## src/rtl/i2s_tdm_rx.sv

```systemverilog
// I2S/TDM serial audio receiver: oversampled pins, frame lock, show-ahead sample FIFO.
// Optional I2S_RX_FRAME_CNT_EN adds out_frame, a 16-bit frame index stored with each sample.
module i2s_tdm_rx #(
  parameter int SAMPLE_WIDTH = 24,
  parameter int SLOT_WIDTH   = 32,
  parameter int NUM_SLOTS    = 8,
  parameter int FIFO_DEPTH   = 4,
  parameter int SYNC_STAGES  = 2,
  localparam int CHAN_W      = (NUM_SLOTS > 2) ? $clog2(NUM_SLOTS) : 1
) (
  input  logic                    sys_clk,
  input  logic                    sys_rst_n,
  input  logic                    en,
  input  logic                    i2s_bclk,
  input  logic                    i2s_lrclk,
  input  logic                    i2s_data,
  output logic                    out_valid,
  input  logic                    out_ready,
  output logic [SAMPLE_WIDTH-1:0] out_data,
  output logic [CHAN_W-1:0]       out_chan,
`ifdef I2S_RX_FRAME_CNT_EN
  output logic [15:0]             out_frame,
`endif
  output logic                    locked,
  output logic                    overflow,
  output logic                    frame_err,
  input  logic                    clear_err
);
  localparam int BIT_W  = (SLOT_WIDTH > 2) ? $clog2(SLOT_WIDTH) : 1;
  localparam int ADDR_W = (FIFO_DEPTH > 2) ? $clog2(FIFO_DEPTH) : 1;
`ifdef I2S_RX_FRAME_CNT_EN
  localparam int TAG_W  = 16;
`else
  localparam int TAG_W  = 0;
`endif
  localparam int ENTRY_W = TAG_W + CHAN_W + SAMPLE_WIDTH;
  localparam logic [BIT_W-1:0]  BIT_LAST  = BIT_W'(SLOT_WIDTH - 1);
  localparam logic [CHAN_W-1:0] SLOT_LAST = CHAN_W'(NUM_SLOTS - 1);
  localparam logic [ADDR_W:0]   FIFO_FULL = (ADDR_W + 1)'(FIFO_DEPTH);

  // All three pins travel through the same chain so data and lrclk stay aligned with bclk.
  logic [2:0] sync_reg [SYNC_STAGES];
  logic       bclk_s, lr_s, data_s;

  always_ff @(posedge sys_clk) begin
    if (!sys_rst_n) begin
      for (int i = 0; i < SYNC_STAGES; i++) sync_reg[i] <= '0;
    end else begin
      sync_reg[0] <= {i2s_bclk, i2s_lrclk, i2s_data};
      for (int i = 1; i < SYNC_STAGES; i++) sync_reg[i] <= sync_reg[i-1];
    end
  end

  assign {bclk_s, lr_s, data_s} = sync_reg[SYNC_STAGES-1];

  typedef enum logic {UNLOCKED, LOCKED} state_t;

  state_t                  state_reg;
  logic                    bclk_prev_reg;
  logic                    lr_prev_reg;
  logic [BIT_W-1:0]        bit_cnt_reg;
  logic [CHAN_W-1:0]       slot_cnt_reg;
  logic [SAMPLE_WIDTH-1:0] shift_reg;
  logic                    push_reg;
  logic [ENTRY_W-1:0]      push_data_reg;

  logic                    bit_event, fs, frame_end, err_set, take_bit;
  logic [SAMPLE_WIDTH:0]   shift_ext;
  logic [SAMPLE_WIDTH-1:0] sample_next;
  logic [ENTRY_W-1:0]      entry_in;

  assign bit_event   = bclk_s & ~bclk_prev_reg;
  assign fs          = bit_event & ~lr_s & lr_prev_reg;
  assign frame_end   = (bit_cnt_reg == BIT_LAST) && (slot_cnt_reg == SLOT_LAST);
  assign err_set     = en && bit_event && (state_reg == LOCKED) && (fs != frame_end);
  assign take_bit    = 32'(bit_cnt_reg) < SAMPLE_WIDTH;
  assign shift_ext   = {shift_reg, data_s};
  assign sample_next = take_bit ? shift_ext[SAMPLE_WIDTH-1:0] : shift_reg;
  assign locked      = (state_reg == LOCKED);

`ifdef I2S_RX_FRAME_CNT_EN
  logic [15:0] frame_cnt_reg;

  // Counts frame starts seen while locked; the slot closed by an FS keeps the old index.
  always_ff @(posedge sys_clk) begin
    if (!sys_rst_n) frame_cnt_reg <= '0;
    else if (en && fs && state_reg == LOCKED) frame_cnt_reg <= frame_cnt_reg + 16'd1;
  end

  assign entry_in = {frame_cnt_reg, slot_cnt_reg, sample_next};
`else
  assign entry_in = {slot_cnt_reg, sample_next};
`endif

  always_ff @(posedge sys_clk) begin
    if (!sys_rst_n) begin
      state_reg     <= UNLOCKED;
      bclk_prev_reg <= 1'b0;
      lr_prev_reg   <= 1'b0;
      bit_cnt_reg   <= '0;
      slot_cnt_reg  <= '0;
      shift_reg     <= '0;
      push_reg      <= 1'b0;
      push_data_reg <= '0;
    end else begin
      bclk_prev_reg <= bclk_s;
      push_reg      <= 1'b0;
      if (bit_event) lr_prev_reg <= lr_s;
      if (!en) begin
        state_reg    <= UNLOCKED;
        bit_cnt_reg  <= '0;
        slot_cnt_reg <= '0;
      end else if (bit_event) begin
        if (state_reg == UNLOCKED) begin
          // The FS bit belongs to the previous frame, so it is dropped.
          if (fs) begin
            state_reg    <= LOCKED;
            bit_cnt_reg  <= '0;
            slot_cnt_reg <= '0;
          end
        end else if (fs && !frame_end) begin
          bit_cnt_reg  <= '0;
          slot_cnt_reg <= '0;
        end else begin
          shift_reg <= sample_next;
          if (bit_cnt_reg == BIT_LAST) begin
            push_reg      <= 1'b1;
            push_data_reg <= entry_in;
          end
          if (frame_end) begin
            bit_cnt_reg  <= '0;
            slot_cnt_reg <= '0;
            if (!fs) state_reg <= UNLOCKED;
          end else if (bit_cnt_reg == BIT_LAST) begin
            bit_cnt_reg  <= '0;
            slot_cnt_reg <= slot_cnt_reg + CHAN_W'(1);
          end else begin
            bit_cnt_reg <= bit_cnt_reg + BIT_W'(1);
          end
        end
      end
    end
  end

  logic [ENTRY_W-1:0] mem [FIFO_DEPTH];
  logic [ADDR_W-1:0]  wr_ptr_reg, rd_ptr_reg, rd_ptr_next;
  logic [ADDR_W:0]    count_reg, count_next;
  logic [ENTRY_W-1:0] head_reg, head_next;
  logic               overflow_reg, frame_err_reg;
  logic               pop, full, push_ok;

  assign out_valid   = (count_reg != '0);
  assign pop         = out_valid & out_ready;
  assign full        = (count_reg == FIFO_FULL);
  assign push_ok     = push_reg & (~full | pop);
  assign rd_ptr_next = rd_ptr_reg + ADDR_W'(pop);
  assign count_next  = count_reg + (ADDR_W + 1)'(push_ok) - (ADDR_W + 1)'(pop);
  // The head register bypasses the array when the new head is being written this cycle.
  assign head_next   = (push_ok && rd_ptr_next == wr_ptr_reg) ? push_data_reg : mem[rd_ptr_next];

  always_ff @(posedge sys_clk) begin
    if (push_ok) mem[wr_ptr_reg] <= push_data_reg;
  end

  always_ff @(posedge sys_clk) begin
    if (!sys_rst_n) begin
      wr_ptr_reg    <= '0;
      rd_ptr_reg    <= '0;
      count_reg     <= '0;
      head_reg      <= '0;
      overflow_reg  <= 1'b0;
      frame_err_reg <= 1'b0;
    end else begin
      if (push_ok) wr_ptr_reg <= wr_ptr_reg + ADDR_W'(1);
      rd_ptr_reg <= rd_ptr_next;
      count_reg  <= count_next;
      if (count_next != '0) head_reg <= head_next;
      overflow_reg  <= (push_reg & full & ~pop) | (overflow_reg & ~clear_err);
      frame_err_reg <= err_set | (frame_err_reg & ~clear_err);
    end
  end

  assign out_data  = head_reg[SAMPLE_WIDTH-1:0];
  assign out_chan  = head_reg[SAMPLE_WIDTH +: CHAN_W];
  assign overflow  = overflow_reg;
  assign frame_err = frame_err_reg;
`ifdef I2S_RX_FRAME_CNT_EN
  assign out_frame = head_reg[ENTRY_W-1 -: 16];
`endif

endmodule

```

## config.mk

```make
export PLATFORM = sky130hd
export DESIGN_NAME = i2s_tdm_rx
export DESIGN_NICKNAME = d
export VERILOG_FILES = /design/src/rtl/i2s_tdm_rx.sv
export SDC_FILE = /design/constraint.sdc
export NUM_CORES = 1
export LEC_CHECK = 0
export BUFFER_PORTS_ARGS = -buffer_cell sky130_fd_sc_hd__buf_2
export CAP_MARGIN = 20
export CORE_MARGIN = 2
export CORE_UTILIZATION = 40
export CTS_BUF_LIST = sky130_fd_sc_hd__clkbuf_8 sky130_fd_sc_hd__clkbuf_16
export CTS_CLUSTER_SIZE = 8
export DETAILED_ROUTE_END_ITERATION = 8
export GPL_TIMING_DRIVEN = 0
export MAX_ROUTING_LAYER = met4
export PLACE_DENSITY = 0.65
export SLEW_MARGIN = 10
export SYNTH_ARGS = -nofsm -noshare
export SYNTH_HDL_FRONTEND = slang
export SYNTH_SLANG_ARGS = --single-unit
```

## constraint.sdc

```tcl
create_clock -name sys_clk -period 5.7 [get_ports sys_clk]
set_clock_uncertainty 0.2 [all_clocks]
set_input_delay 0.855 -clock sys_clk [delete_from_list [all_inputs] [get_ports sys_clk]]
set_output_delay 0.855 -clock sys_clk [all_outputs]
set_load 0.005 [all_outputs]
```

==> impl_metrics.json <==
{
  "status": "finished, final reports clean",
  "r2r_cells": 14,
  "vias": 5234,
  "rows": 53,
  "multi_input_area_um2": 2763,
  "seqCellArea_um2": 5345,
  "die_h_um": 149.5,
  "dieArea_um2": 22360,
  "r2r_end": "head_reg[23]",
  "antenna_cells": 0,
  "portBuffers": 37,
  "ctsRootBufferMaster": "clkbuf_16",
  "clk_pin_slew_ps": 50,
  "power_uw": 3774,
  "synth_edf_count": 108,
  "avgRoutedWirePerCell_um": 16.96,
  "crit_chain": "buf_2, or4b_1, buf_2, and2_1, inv_1, ha_1, inv_1, ha_1, fa_1, xnor3_1, o31ai_2, nor2b_1, buf_2, buf_6, a221o_1",
  "dp_hpwl_um": 11140,
  "hold_path.class": "reg -> reg",
  "largest_register_ffs": 108,
  "grt_pass1_wl_um": 27610,
  "cts_tree": "done",
  "ys_dominant_reg_cell": "edfxtp_1",
  "cts_sinks": 213,
  "ctsResizeCount": 0,
  "cp_num_buf_inv": 6,
  "viasPerCell": 5.192,
  "drv_slew": 0,
  "synth_xor_area_share_pct": 1.152,
  "rsz0062_at_grt": "false",
  "criticalPathCategory": "in -> reg",
  "pre_cts_slack_ps": 1275,
  "gr-usage-all-layers_pct": 15.97,
  "slew_headroom_pct": 29.25,
  "drc": 0,
  "cp_top_family": "simple AND/OR/NAND/NOR gates",
  "boundaryPins": 39,
  "met1_usage_pct": 21.07,
  "synthSimpleGateAreaFrac_pct": 12.08,
  "crit_path_max_fanout": 10,
  "first_pass_iters": 5,
  "hold_depth": 1,
  "gp_congestion": 0.8295,
  "async_reset_ff_share_pct": 0,
  "antenna_found_initial": 0,
  "ys_seq_elements": 213,
  "synth_compound_area_share_pct": 9.392,
  "cp-end-kind": "register",
  "postCtsSetupBuffers": 0,
  "wl_um": 17090,
  "grt_pass1_vias": 5225,
  "hold_viol": 0,
  "synth_warnings": 0,
  "fin_nets": 735,
  "fin_ws_ps": 1860,
  "use_met2_pct": 25.87,
  "synth_nets": 666,
  "critPathMostFrequentCell": "buf_2",
  "reg2reg_slack_ps": 1940,
  "ys_types": 41,
  "start_util_pct": 40.56,
  "htree_levels": 1,
  "final_common_cell": "edfxtp_1",
  "cts_hold_buf": 0,
  "worst_ep_required_time_ps": 5930,
  "cpPeakStageDelay_ps": 520,
  "cp-startpoint": "out_ready",
  "hold_start": "sync_reg[0][1]",
  "core_area_um2": 20890,
  "synth.avg_cell_area_um2": 13.16,
  "postSynthCellCount": 644,
  "grt.busiest_layer": "met2",
  "first_iter_violations": 282,
  "maxCapViolations": 0,
  "numCtsBuffers": 30,
  "leakage_uw": 0.004019,
  "clk_latency_ps": 540,
  "final_layout_size_suffix_gt1_share_pct": 19.92,
  "fillers": 1817,
  "syn_area_um2": 8473,
  "r2r_start": "count_reg[1]",
  "grt_max_degree": 28,
  "min_period_ps": 3840,
  "post-route-period-util_pct": 67.38,
  "use_met3_pct": 2.683,
  "crit_path_top_delay_cell": "or4b_1",
  "layout_common_cells": "108 x edfxtp_1, 105 x dfxtp_1, 79 x nand2_1",
  "worstMarginPinSlew_ps": 1058,
  "clockBufferDepth": 3,
  "setup_viol": 0,
  "powerDensity_nw_per_um2": 382.1,
  "seq_area_frac_synth_pct": 63.08,
  "critPathLaunchType": "input pin",
  "ant_nets": 0,
  "synthAdderAreaFrac_pct": 2.156,
  "synthMuxAreaShare_pct": 7.767,
  "worstPathArrival_ps": 4070,
  "fmax_mhz": 260.4,
  "area_growth_pct": 16.57,
  "grt_overflow_total": 0,
  "fin_tns_setup_ps": 0,
  "synth_top_family_by_area": "simple AND/OR/NAND/NOR gates",
  "hold_end": "sync_reg[0][4]",
  "ir_drop_v": 0.0002124,
  "die_w_um": 149.5
}
worst max path at each step:
stage / slack, ps / endpoint / depth (start not counted)
6_report: 1860 / head_reg[23] / 15
5_1_grt: 1720 / head_reg[21] / 15
4_1_cts: 1860 / head_reg[23] / 15
3_5_place_dp: 1280 / head_reg[13] / 15
3_3_place_gp: 1360 / head_reg[4] / 15
2_1_floorplan: 1680 / head_reg[16] / 14
area by class of cell:
cell class / instances / area share [%]
clock inverters: 21 / 1.064
repair buffers: 37 / 1.875
flip-flops and latches: 213 / 54.12
multi-input cells: 350 / 27.97
inverters: 38 / 1.444
well taps: 275 / 3.484
clock buffers: 31 / 7.740
plain buffers: 43 / 2.306
routing by layer:
layer / wire length [um] / vias to the layer above / share of wire, %
met5: 0 / - / 0
met2: 8170 / 127 / 48
met4: 335 / 0 / 2.0
met1: 7876 / 2579 / 46
li1: - / 2501 / -
met3: 709 / 27 / 4.1
power by group:
group | leakage [uW] | internal [uW] | switching (uW) | total (uW)
Combinational | 0.00142 | 237 | 341 | 578
Sequential | 0.00210 | 1610 | 11.7 | 1630
Clock | 0.000495 | 951 | 619 | 1570
metrics by stage:
stage / util [%] / instances / hold WS [ps] / instance area (um^2)
final: 47.28 / 1008 / 228.8 / 9877
after global placement: 43.10 / 956 / 224.8 / 9002
after global routing: 47.28 / 1008 / 254.5 / 9877
after CTS: 47.28 / 1008 / 229.4 / 9877
after detailed placement: 43.12 / 956 / 218.4 / 9007
after floorplan: - / 644 / 211.9 / 8473
synth_stat cells (all sizes together) (4+ instances only):
master    n  area [um^2]
nor2b    10        62.56
mux2i     5        50.05
nand2    79        296.5
dfxtp   105         2102
clkbuf   18        67.56
and2     17        106.4
a21oi     5        25.02
nand3    50        250.2
a21boi   24        180.2
inv      38        142.6
a221o    27        270.3
mux4     27        608.1
or4b      4        40.04
xor2      4        35.03
ha       13        162.7
buf      25        160.2
nor2     34        180.2
edfxtp  108         3243
o211a    24        240.2
and3      6        37.54
logic make-up (layout without fill, tap and decap cells):
group,after synthesis,count (layout)
AO/OA/AOI/OAI,89,89
flip-flops,213,213
AND/OR/NAND/NOR,207,207
buffers and inverters,81,170
adder cells (fa/ha/maj),14,14
multiplexers,32,32
XOR/XNOR,8,8
No activity file was read; power rests on OpenSTA's default activity.
